--- config.mk ---
export PLATFORM = sky130hd
export DESIGN_NAME = relu_maxpool_1d
export DESIGN_NICKNAME = d
export VERILOG_FILES = /design/src/rtl/nn_stream_pkg.sv /design/src/rtl/relu_maxpool_1d_fifo2.sv /design/src/rtl/relu_maxpool_1d.sv
export SDC_FILE = /design/constraint.sdc
export NUM_CORES = 1
export LEC_CHECK = 0
export CAP_MARGIN = 25
export CORE_MARGIN = 3
export CORE_UTILIZATION = 55
export CTS_BUF_LIST = sky130_fd_sc_hd__clkbuf_16
export CTS_CLUSTER_DIAMETER = 80
export DETAILED_ROUTE_END_ITERATION = 7
export HOLD_SLACK_MARGIN = 0.02
export PLACE_DENSITY = 0.8
export SLEW_MARGIN = 20
export SYNTH_ARGS = -nofsm -noshare
export SYNTH_HDL_FRONTEND = slang
export SYNTH_SLANG_ARGS = --single-unit
--- constraint.sdc ---
create_clock -name clk -period 3.29 [get_ports clk]
set_input_delay 0.4935 -clock clk [delete_from_list [all_inputs] [get_ports clk]]
set_output_delay 0.4935 -clock clk [all_outputs]
set_load 0.05 [all_outputs]
--- src/rtl/nn_stream_pkg.sv ---
// Shared helpers for the streaming NN layer stages: signed max and counter widths.
package nn_stream_pkg;

  // Widest sample the shared signed-max helper handles; callers sign-extend into it.
  localparam int SMAX_W = 64;

  // Occupancy type of the two-entry stage buffer.
  typedef logic [1:0] fifo_cnt_t;

  localparam fifo_cnt_t FIFO_EMPTY = 2'd0;
  localparam fifo_cnt_t FIFO_ONE   = 2'd1;
  localparam fifo_cnt_t FIFO_FULL  = 2'd2;

  // Counter width for a range of x values; never returns 0 so x=1 still gets a 1-bit counter.
  function automatic int clog2_min1(input int x);
    return (x < 2) ? 1 : $clog2(x);
  endfunction

  // Signed max; on a tie the first argument wins, so a running max keeps its old value.
  function automatic logic signed [SMAX_W-1:0] smax(
    input logic signed [SMAX_W-1:0] a,
    input logic signed [SMAX_W-1:0] b
  );
    return (b > a) ? b : a;
  endfunction

endpackage

--- src/rtl/relu_maxpool_1d_fifo2.sv ---
// stream_fifo2: two-entry valid/ready buffer with registered head and registered
// upstream ready, so the downstream ready never reaches the upstream ready combinationally.
module stream_fifo2
  import nn_stream_pkg::*;
#(
  parameter int T = 16
) (
  input  logic         clk,
  input  logic         reset,
  input  logic         in_valid_i,
  input  logic [T-1:0] in_data_i,
  output logic         in_ready_o,
  output logic         out_valid_o,
  output logic [T-1:0] out_data_o,
  input  logic         out_ready_i,
  output logic [1:0]   count_o,
  output logic         full_o
);

  logic [T-1:0] head_q, head_d;
  logic [T-1:0] tail_q, tail_d;
  fifo_cnt_t    count_q, count_d;
  logic         valid_q;
  logic         ready_q;
  logic         push, pop;

  // Next-state for the two slots and occupancy; a push at full only lands if a pop frees a slot.
  always_comb begin
    pop     = out_ready_i && (count_q != FIFO_EMPTY);
    push    = in_valid_i && ((count_q != FIFO_FULL) || pop);
    head_d  = head_q;
    tail_d  = tail_q;
    count_d = count_q;
    case ({push, pop})
      2'b10: begin
        if (count_q == FIFO_EMPTY) head_d = in_data_i;
        else                       tail_d = in_data_i;
        count_d = count_q + FIFO_ONE;
      end
      2'b01: begin
        head_d  = tail_q;
        count_d = count_q - FIFO_ONE;
      end
      2'b11: begin
        if (count_q == FIFO_ONE) begin
          head_d = in_data_i;
        end else begin
          head_d = tail_q;
          tail_d = in_data_i;
        end
      end
      default: ;
    endcase
  end

  // Storage, occupancy and the registered valid/ready flags.
  always_ff @(posedge clk or posedge reset) begin
    if (reset) begin
      head_q  <= '0;
      tail_q  <= '0;
      count_q <= FIFO_EMPTY;
      valid_q <= 1'b0;
      ready_q <= 1'b0;
    end else begin
      head_q  <= head_d;
      tail_q  <= tail_d;
      count_q <= count_d;
      valid_q <= (count_d != FIFO_EMPTY);
      ready_q <= (count_d != FIFO_FULL);
    end
  end

  assign in_ready_o  = ready_q;
  assign out_valid_o = valid_q;
  assign out_data_o  = head_q;
  assign count_o     = count_q;
  assign full_o      = (count_q == FIFO_FULL);

endmodule

--- src/rtl/relu_maxpool_1d.sv ---
// relu_maxpool_1d: streaming non-overlapping 1-D max-pool with optional ReLU.
// Each N-element vector yields N/P results; trailing elements that do not fill
// a whole window are accepted and dropped.
module relu_maxpool_1d
  import nn_stream_pkg::*;
#(
  parameter int T    = 16,
  parameter int N    = 57,
  parameter int P    = 2,
  parameter int RELU = 1
) (
  input  logic         clk,
  input  logic         reset,
  input  logic [T-1:0] s_data_in_y,
  input  logic         s_valid_y,
  output logic         s_ready_y,
  output logic [T-1:0] m_data_out_z,
  output logic         m_valid_z,
  input  logic         m_ready_z
);

  localparam int M  = (P >= 1) ? (N / P) : 0;
  localparam int K  = M * P;
  localparam int EW = clog2_min1(N);
  localparam int WW = clog2_min1(P);

  localparam logic [EW-1:0] ELEM_LAST = EW'(N - 1);
  localparam logic [WW-1:0] WIN_LAST  = WW'((P >= 1) ? (P - 1) : 0);
  localparam logic [EW:0]   K_LIM     = (EW + 1)'(K);

  if (P < 1 || P > N) begin : g_bad_pool
    $error("relu_maxpool_1d: pool window P=%0d must lie in 1..N (N=%0d)", P, N);
  end

  logic [EW-1:0]       elem_q, elem_d;
  logic [WW-1:0]       win_q, win_d;
  logic signed [T-1:0] acc_q, acc_d;
  logic signed [T-1:0] sample, cur_max, result;
  logic                in_xfer, push;
  logic                fifo_ready;
  logic [1:0]          fifo_count;
  logic                fifo_full;
  logic                unused_fifo_status;

  // Window max including the current sample, ReLU, and counter advance on each accepted input.
  always_comb begin
    sample  = signed'(s_data_in_y);
    in_xfer = s_valid_y && fifo_ready;
    if (win_q == '0) cur_max = sample;
    else             cur_max = T'(smax(SMAX_W'(acc_q), SMAX_W'(sample)));
    result  = ((RELU != 0) && (cur_max < 0)) ? '0 : cur_max;
    push    = in_xfer && (win_q == WIN_LAST) && ({1'b0, elem_q} < K_LIM);
    elem_d  = elem_q;
    win_d   = win_q;
    acc_d   = acc_q;
    if (in_xfer) begin
      acc_d = cur_max;
      if (elem_q == ELEM_LAST) begin
        elem_d = '0;
        win_d  = '0;
      end else begin
        elem_d = elem_q + EW'(1);
        win_d  = (win_q == WIN_LAST) ? '0 : win_q + WW'(1);
      end
    end
  end

  // Element/window counters and the running max.
  always_ff @(posedge clk or posedge reset) begin
    if (reset) begin
      elem_q <= '0;
      win_q  <= '0;
      acc_q  <= '0;
    end else begin
      elem_q <= elem_d;
      win_q  <= win_d;
      acc_q  <= acc_d;
    end
  end

  stream_fifo2 #(
    .T (T)
  ) u_out_fifo (
    .clk         (clk),
    .reset       (reset),
    .in_valid_i  (push),
    .in_data_i   (result),
    .in_ready_o  (fifo_ready),
    .out_valid_o (m_valid_z),
    .out_data_o  (m_data_out_z),
    .out_ready_i (m_ready_z),
    .count_o     (fifo_count),
    .full_o      (fifo_full)
  );

  // The upstream ready already encodes the buffer state; count/full are for other stages.
  assign unused_fifo_status = ^{fifo_count, fifo_full};

  assign s_ready_y = fifo_ready;

endmodule

======== Yosys cells after proc, flatten, opt, wreduce, memory -nomap -nowiden ========
Cells that the tools add are included.
storage, ports and cells
  output and inout port bits .............. 18
  input port bits ......................... 20
  flip-flop bits (word level) ............. 59
cells by class
  equal/unequal tests ..................... 10
  $add $sub $neg .......................... 4
  reduce and logical (&&, ||, !) cells .... 13
  muxes and demuxes ....................... 13
  order comparisons ....................... 3
operators by type and width
  operator                                                                  count
  16-bit 2-to-1 mux                                                         7
  16-bit case mux with 3 select lines                                       1
  16-bit case mux with 2 select lines                                       1
  16-bit greater-than comparator                                            1
  16-bit by 1-bit < comparator with 1-bit output (second input constant)    1
  2-bit inequality test (second input constant)                             4
  6-bit by 1-bit adder with 6-bit output (second input constant)            1
  6-bit equality test (second input constant)                               1
  6-bit < comparator (second input constant)                                1
  6-bit 2-to-1 mux                                                          1
  2-bit nonzero test                                                        3
  1-bit logical AND                                                         5
  2-bit by 1-bit equality test with 1-bit output (second input constant)    2
  2-bit equality test (second input constant)                               2
  2-bit case mux with 2 select lines                                        1
  3-bit AND reduction                                                       1
  3-bit nonzero test                                                        1
  2-bit by 1-bit adder with 2-bit output (second input constant)            1
  2-bit logical NOT                                                         1
  1-bit 2-to-1 mux                                                          2
  2-bit by 1-bit inequality test with 1-bit output (second input constant)  1
  2-bit AND reduction                                                       1
  2-bit by 1-bit subtractor with 2-bit output (second input constant)       1
  1-bit adder (second input constant)                                       1
  1-bit logical OR                                                          1

======== Longest topological paths before layout ========
  depth after elaboration ................. 7
  gate-level depth with buffers ........... 10

======== Hierarchy ========
From an unflattened synthesis, not the netlist that was laid out.
second synthesis, totals
  cell total of the unflattened synthesis .. 347
  area total of the unflattened synthesis .. 3573.4 µm²
by module, submodules not included
  module           sequential area each (µm²)  area each (µm²)  cells each  instances
  relu_maxpool_1d  575.6                       1870.5           207         1
  stream_fifo2     900.9                       1702.9           140         1

======== Worst setup path after synthesis ========
OpenSTA, ideal clock, no wires.
  kind .................................... input-to-reg
  start point ............................. in s_data_in_y[13]
  end point ............................... reg acc_q[10]
  setup time .............................. 127 ps
  path buffers ............................ 1
  arrival time ............................ 2485 ps
  path slack .............................. 678 ps
  stages on the path ...................... 9
  path through ............................ ha_1 -> a21o_1 -> a2111oi_2 -> o22ai_1 -> a211oi_2 -> o21ai_1 -> nand2_4 -> buf_8 -> mux2_1
between the ends
  word-level cells in the longest chain between the ends .. 3
RTL lines
  what                            RTL line               text
  start: declaration              relu_maxpool_1d.sv:14  input logic [T-1:0] s_data_in_y,
  16-bit greater-than comparator  nn_stream_pkg.sv:24    return (b > a) ? b : a;
  16-bit 2-to-1 mux               nn_stream_pkg.sv:24
  16-bit 2-to-1 mux               relu_maxpool_1d.sv:49  if (win_q == '0) cur_max = sample;
  end signal: assignment          relu_maxpool_1d.sv:73  acc_q <= '0;
  end signal: assignment          relu_maxpool_1d.sv:77  acc_q <= acc_d;
  end: declaration                relu_maxpool_1d.sv:37  logic signed [T-1:0] acc_q, acc_d;
No other way between the ends.
A chain may end at the register's enable or synchronous reset.

======== Worst setup path after layout ========
  start point ............................. in s_data_in_y[13]
  end point ............................... reg acc_q[14]
Same word-level chain as after synthesis.

==> flow_metrics.env <==
export IMPL_antenna_found_initial=0
export IMPL_status="complete, no violations"
export IMPL_yosysWarningCount=0
export IMPL_ys_seq_area_frac=0.484
export IMPL_arrival_ps=3180
export IMPL_cts_tree="done"
export IMPL_final_cells=412
export IMPL_fp_dieArea_mm2=0.00627
export IMPL_antenna_left=0
export IMPL_post_synth_top_area_cell="dfrtp_1"
export IMPL_vias_per_cell=5.67
export IMPL_rsz0062_at_grt="false"
export IMPL_ctsRootBufferMaster="clkbuf_16"
export IMPL_cp_max_fo=16
export IMPL_place_inst=396
export IMPL_syn_nets=335
export IMPL_drt_initial_drc_count=144
export IMPL_hold_violations=0
export IMPL_synth_top_area_frac=0.484
export IMPL_drive_above_1_share=0.0994
export IMPL_core_area_mm2=0.00514
export IMPL_min_period_ps=2980
export IMPL_power_leakage_nw=1.62
export IMPL_postPlaceCellArea_mm2=0.00339
export IMPL_max_cap_violations=0
export IMPL_slew_headroom=0.521
export IMPL_hold_buffers=0
export IMPL_netlist_instances=294
export IMPL_die_width_um=79.2
export IMPL_synth_edff_count=0
export IMPL_wl_per_cell_um=16.0
export IMPL_final_cell_area_mm2=0.00368
export IMPL_num_vias=2335
export IMPL_min_delay_path_class="in -> async"
export IMPL_ios=38
export IMPL_nets=378
export IMPL_powerDensity_mw_per_mm2=1120
export IMPL_cts_sink_count=57
export IMPL_ys_seq_elements=57
export IMPL_portBuffers=36
export IMPL_power_total_mw=4.11
export IMPL_synthArstFlopShare=1.00
export IMPL_grt_max_degree=31
export IMPL_overflow=0
export IMPL_synth_area_mm2=0.00295
export IMPL_area_growth_pct=24.7
export IMPL_grt_pass1_vias=2490
export IMPL_cts_buffers=9
export IMPL_cp_end_kind="register"
export IMPL_finalSetupViolCount=0
export IMPL_ir_drop_uv=674
export IMPL_postSynthAreaPerCell_um2=10.0
export IMPL_htreeDepth=3
export IMPL_grt_pass1_wl_um=11400
export IMPL_cp_start_kind="input port"
export IMPL_postCtsSetupRepairBufs=0
export IMPL_worst_pin_slew_ps=719
export IMPL_crit_required_ps=3490
export IMPL_dr_pass1_iters=4
export IMPL_track_usage=0.237
export IMPL_path_clk_slew_ps=50
export IMPL_fillers=409
export IMPL_place_congestion=0.801
export IMPL_worst_hold_slack_ps=454
export IMPL_synth_flop_cell="dfrtp_1"
export IMPL_clk_latency_ps=330
export IMPL_fmax_ghz=0.336
export IMPL_cts_resized_gates=0
export IMPL_synth_area_leaders="dfrtp_1, ha_1, a31oi_1"
export IMPL_maxSlewViolCount=0
export IMPL_start_util=0.574
export IMPL_path_class="in -> reg"
export IMPL_synth_distinct_cells=39
export IMPL_period_share=0.906
export IMPL_drt_total_wl_um=6600
export IMPL_die_h_um=79.2
export IMPL_diodes=0
export IMPL_fin_skew_ps=5.76
export IMPL_rows=26
export IMPL_hpwl_um=4380
export IMPL_clockBufferDepth=2
export IMPL_route_detailed_drc=0
-- metrics by stage --
stage / utilization / setup TNS (ps) / worst slack (ps)
4_1_cts: 0.715 / 0 / 325
2_1_floorplan: - / 0 / 678
3_3_place_gp: 0.659 / 0 / 151
3_5_place_dp: 0.659 / -87.7 / -16.7
6_report: 0.715 / 0 / 310
5_1_grt: 0.715 / 0 / 257
-- critical path, stage by stage --
cell and delay (ps):
clkdlybuf4s50_1 450, ha_1 330, a21o_1 200, a2111oi_2 390, o22ai_1 160, a211oi_2 340, o21ai_1 200, nand2_4 260
mux2_1 360
-- power by group --
| part | total [mW] | internal, mW | leakage, nW | switching [mW] |
|---|---|---|---|---|
| Sequential | 1.31 | 1.07 | 0.667 | 0.242 |
| Combinational | 1.91 | 0.738 | 0.803 | 1.17 |
| Clock | 0.895 | 0.577 | 0.150 | 0.317 |
| Total | 4.11 | 2.38 | 1.62 | 1.73 |
-- cell usage after synthesis, drive strengths merged, types with 2 or more instances --
library cell	n
nor2b	4
inv	24
mux2	16
nand3	4
o31ai	2
buf	6
a21oi	9
nand2	43
nand2b	2
dfrtp	57
ha	21
o22ai	16
clkbuf	6
nor2	18
and2	2
a31oi	34
a2111oi	3
nor3	2
o21ai	9
nand4	4
-- layout by cell type, fill, tap and decap left out, types with 4 or more instances in the layout --
| cell | netlist | final |
|---|---|---|
| a21oi_1 | 9 | 9 |
| a31oi_1 | 34 | 34 |
| buf_4 | 1 | 8 |
| clkbuf_16 | 0 | 9 |
| clkdlybuf4s50_1 | 0 | 36 |
| clkinv_2 | 0 | 4 |
| dfrtp_1 | 57 | 57 |
| ha_1 | 21 | 21 |
| inv_1 | 24 | 24 |
| mux2_1 | 16 | 16 |
| nand2_1 | 42 | 42 |
| nand3_1 | 4 | 4 |
| nand4_1 | 4 | 4 |
| nor2_1 | 18 | 18 |
| nor2b_1 | 4 | 4 |
| o21ai_0 | 7 | 7 |
| o22ai_1 | 16 | 16 |
-- path summary, 6_finish.rpt --
kind                                 start                        end  slack (ps)  cells past startpoint
setup / recovery           s_data_in_y[13]                  acc_q[14]         310                      9
hold / removal                       reset  u_out_fifo.out_data_o[11]         450                      2
setup reg to reg                 acc_q[13]                  acc_q[14]         550                      9
hold reg to reg                  elem_q[5]                  elem_q[5]         480                      1
max in group asynchronous            reset                  acc_q[12]        2150                      3
min in group clk                 elem_q[5]                  elem_q[5]         480                      1
-- cell families after synthesis --
logic type | Yosys count | synth area share
XOR/XNOR | 1 | 0.00297
AND/OR/NAND/NOR | 82 | 0.125
multiplexers | 16 | 0.0611
buffers and inverters | 36 | 0.0548
flip-flops | 57 | 0.484
adder cells (fa/ha/maj) | 21 | 0.0891
other | 1 | 0.00127
AO/OA/AOI/OAI | 80 | 0.182
-- flip-flops by register name, summed over array words and instances, names as in the netlist --
name / count
u_out_fifo.out_data_o: 15
u_out_fifo.tail_q: 15
u_out_fifo.in_ready_o: 1
u_out_fifo.out_valid_o: 1
elem_q: 6
u_out_fifo.count_o: 2
win_q: 1
acc_q: 16
-- per-layer routing --
| layer | routed length (um) | share of wire | global-route usage | vias to the layer above |
|---|---|---|---|---|
| met5 | 0 | 0 | 0 | - |
| met4 | 101 | 0.015 | 0.0945 | 0 |
| met3 | 234 | 0.035 | 0.0624 | 9 |
| met2 | 3390 | 0.51 | 0.396 | 45 |
| met1 | 2880 | 0.44 | 0.291 | 1137 |
| li1 | - | - | - | 1144 |
-- area by class of cell --
| class | count | area (um^2) | area share |
|---|---|---|---|
| clock inverters | 7 | 62.6 | 0.0170 |
| well taps | 70 | 87.6 | 0.0238 |
| flip-flops and latches | 57 | 1430 | 0.388 |
| inverters | 24 | 90.1 | 0.0245 |
| repair buffers | 44 | 420 | 0.114 |
| multi-input cells | 201 | 1370 | 0.371 |
| clock buffers | 9 | 225 | 0.0612 |
Power figures use the tool's default switching activity.
==> variant, RTL diff (same flow settings) <==
`T` is set to 16 in 2 places; all go to 24.
--- a/src/rtl/relu_maxpool_1d_fifo2.sv
+++ b/src/rtl/relu_maxpool_1d_fifo2.sv
@@ -4,5 +4,5 @@
   import nn_stream_pkg::*;
 #(
-  parameter int T = 16
+  parameter int T = 24
 ) (
   input  logic         clk,
--- a/src/rtl/relu_maxpool_1d.sv
+++ b/src/rtl/relu_maxpool_1d.sv
@@ -5,5 +5,5 @@
   import nn_stream_pkg::*;
 #(
-  parameter int T    = 16,
+  parameter int T    = 24,
   parameter int N    = 57,
   parameter int P    = 2,
Ports: changed (resized m_data_out_z and s_data_in_y); port bits go from 38 to 54. The function was not compared with the original's and may differ.
==> variant against the unedited design <==
Sequential cell count up 24; die area grew 43%; area after synthesis increased by 47%; first-iteration DRC count up 52%; power increased by 38%; clock power decreased by 2.7%; cell count increased by 38%; cell area increased by 43%; wire length is 58% higher; register-to-register slack worse by 0.12 ns; worst setup slack worse by 0.12 ns; core utilization fell by 0.98 points; largest power group unchanged; highest routed layer unchanged.
==> variant: results (changes against the unedited design) <==
Critical path
  • Worst R2R Setup Slack: 0.43 ns (-0.12 ns)
  • Slowest CP cell: or4b_1
  • Crit path max-delay family: simple AND/OR/NAND/NOR gates
  • CP peak stage delay: 0.55 ns (+0.10 ns)
  • Worst Path Arrival: 3.35 ns (+0.17 ns)
  • RR Endpoint: u_out_fifo.tail_q[11]$_DFFE_PP0P_
  • Reg-to-Reg Start: acc_q[22]$_DFFE_PP0P_

Pwr
  • P_int: 3.18 mW (+33%)

Synthesis
  • Seq/Total Area, Yosys: 46.9% (-1.5 points)
  • Mean post-synth cell area: 10.4 um2 (+4.1%)
  • Largest cells by area after synthesis: dfrtp_1 47%, ha_1 8.4%, a31oi_1 6.8%, mux2_2 6.5%, or4b_1 5.1%
  • Syn_nets: 471 (+41%)
  • Top post-synthesis cells by count: 81 x dfrtp_1, 47 x a31oi_1, 31 x inv_1
  • Unique masters post-synth: 37 (-5.1%)

Placed design
  • DPL Wire Length: 6.93 mm (+58%)
  • Placed cell count: 552 (+39%)
  • GPL Wtd Cong: 0.764 (-4.7%)

Route
  • WL final: 10.4 mm (+58%)
  • Vias per cell: 6.22 (+9.7%)
  • Initial DRC Count: 219 (+52%)

Global routing
  • First-pass GRT wire length: 17.2 mm (+51%)
  • Largest net degree at the start of global routing: 47 (+52%)
  • Vias in the first global route: 3566 (+43%)
  • Total track usage: 24.9% (+1.2 points)

Final layout
  • Nets: 521 (+38%)
  • Share of cells above drive strength 1: 12.2% (+2.2 points)

Timing
  • Hold_ws: 0.497 ns (+0.0424 ns)
  • Slew HR: 50.9% (-1.2 points)

Hold path
  • Worst Hold Class: register to register

Status
  • Status: finished clean
variant: area by class of cell:
cell class	count	area [um2]
clock inverters	7	30.0
flip-flops and latches	81	2030
repair buffers	67	671
clock buffers	9	225
inverters	31	118
multi-input cells	274	2060
fillers	564	2190
well taps	99	124
variant: power groups by stage:
stage	Sequential (mW)	Combinational, mW	Clock, mW
3_3_place_gp	1.84	2.76	0
3_5_place_dp	1.88	2.88	0
2_1_floorplan	2.32	1.55	0
5_1_grt	1.93	3.18	0.932
4_1_cts	1.87	2.91	0.878
6_report	1.87	2.92	0.871
variant: logic make-up (layout without fill, tap and decap cells):
group / Yosys count / after routing / share of synthesized area, %
AOI/OAI and AO/OA: 130 / 130 / 19.4
and+or+nand+nor: 88 / 88 / 12.7
DFF: 81 / 81 / 46.9
buffers and inverters: 59 / 114 / 5.82
adders and majority gates: 29 / 29 / 8.40
muxes: 25 / 25 / 6.52
other: 1 / 1 / 0.0868
xor gates and xnor gates: 1 / 1 / 0.203
variant: worst max path at each step:
stage,startpoint,end,slack [ns]
detailed placement,s_data_in_y[22],u_out_fifo.out_data_o[0]$_DFFE_PP0P_,-0.17
global route,s_data_in_y[22],u_out_fifo.tail_q[11]$_DFFE_PP0P_,0.07
floorplan,acc_q[23]$_DFFE_PP0P_,acc_q[0]$_DFFE_PP0P_,0.39
global placement,s_data_in_y[23],u_out_fifo.out_data_o[11]$_DFFE_PP0P_,-0.05
CTS,s_data_in_y[22],u_out_fifo.tail_q[11]$_DFFE_PP0P_,0.10
finish,s_data_in_y[22],u_out_fifo.tail_q[11]$_DFFE_PP0P_,0.19
variant: layer usage:
| layer | track usage (%) | wire [um] |
|---|---|---|
| met5 | 0 | 0 |
| met4 | 8.65 | 131 |
| met2 | 43.0 | 5350 |
| met3 | 5.02 | 688 |
| met1 | 31.1 | 4220 |
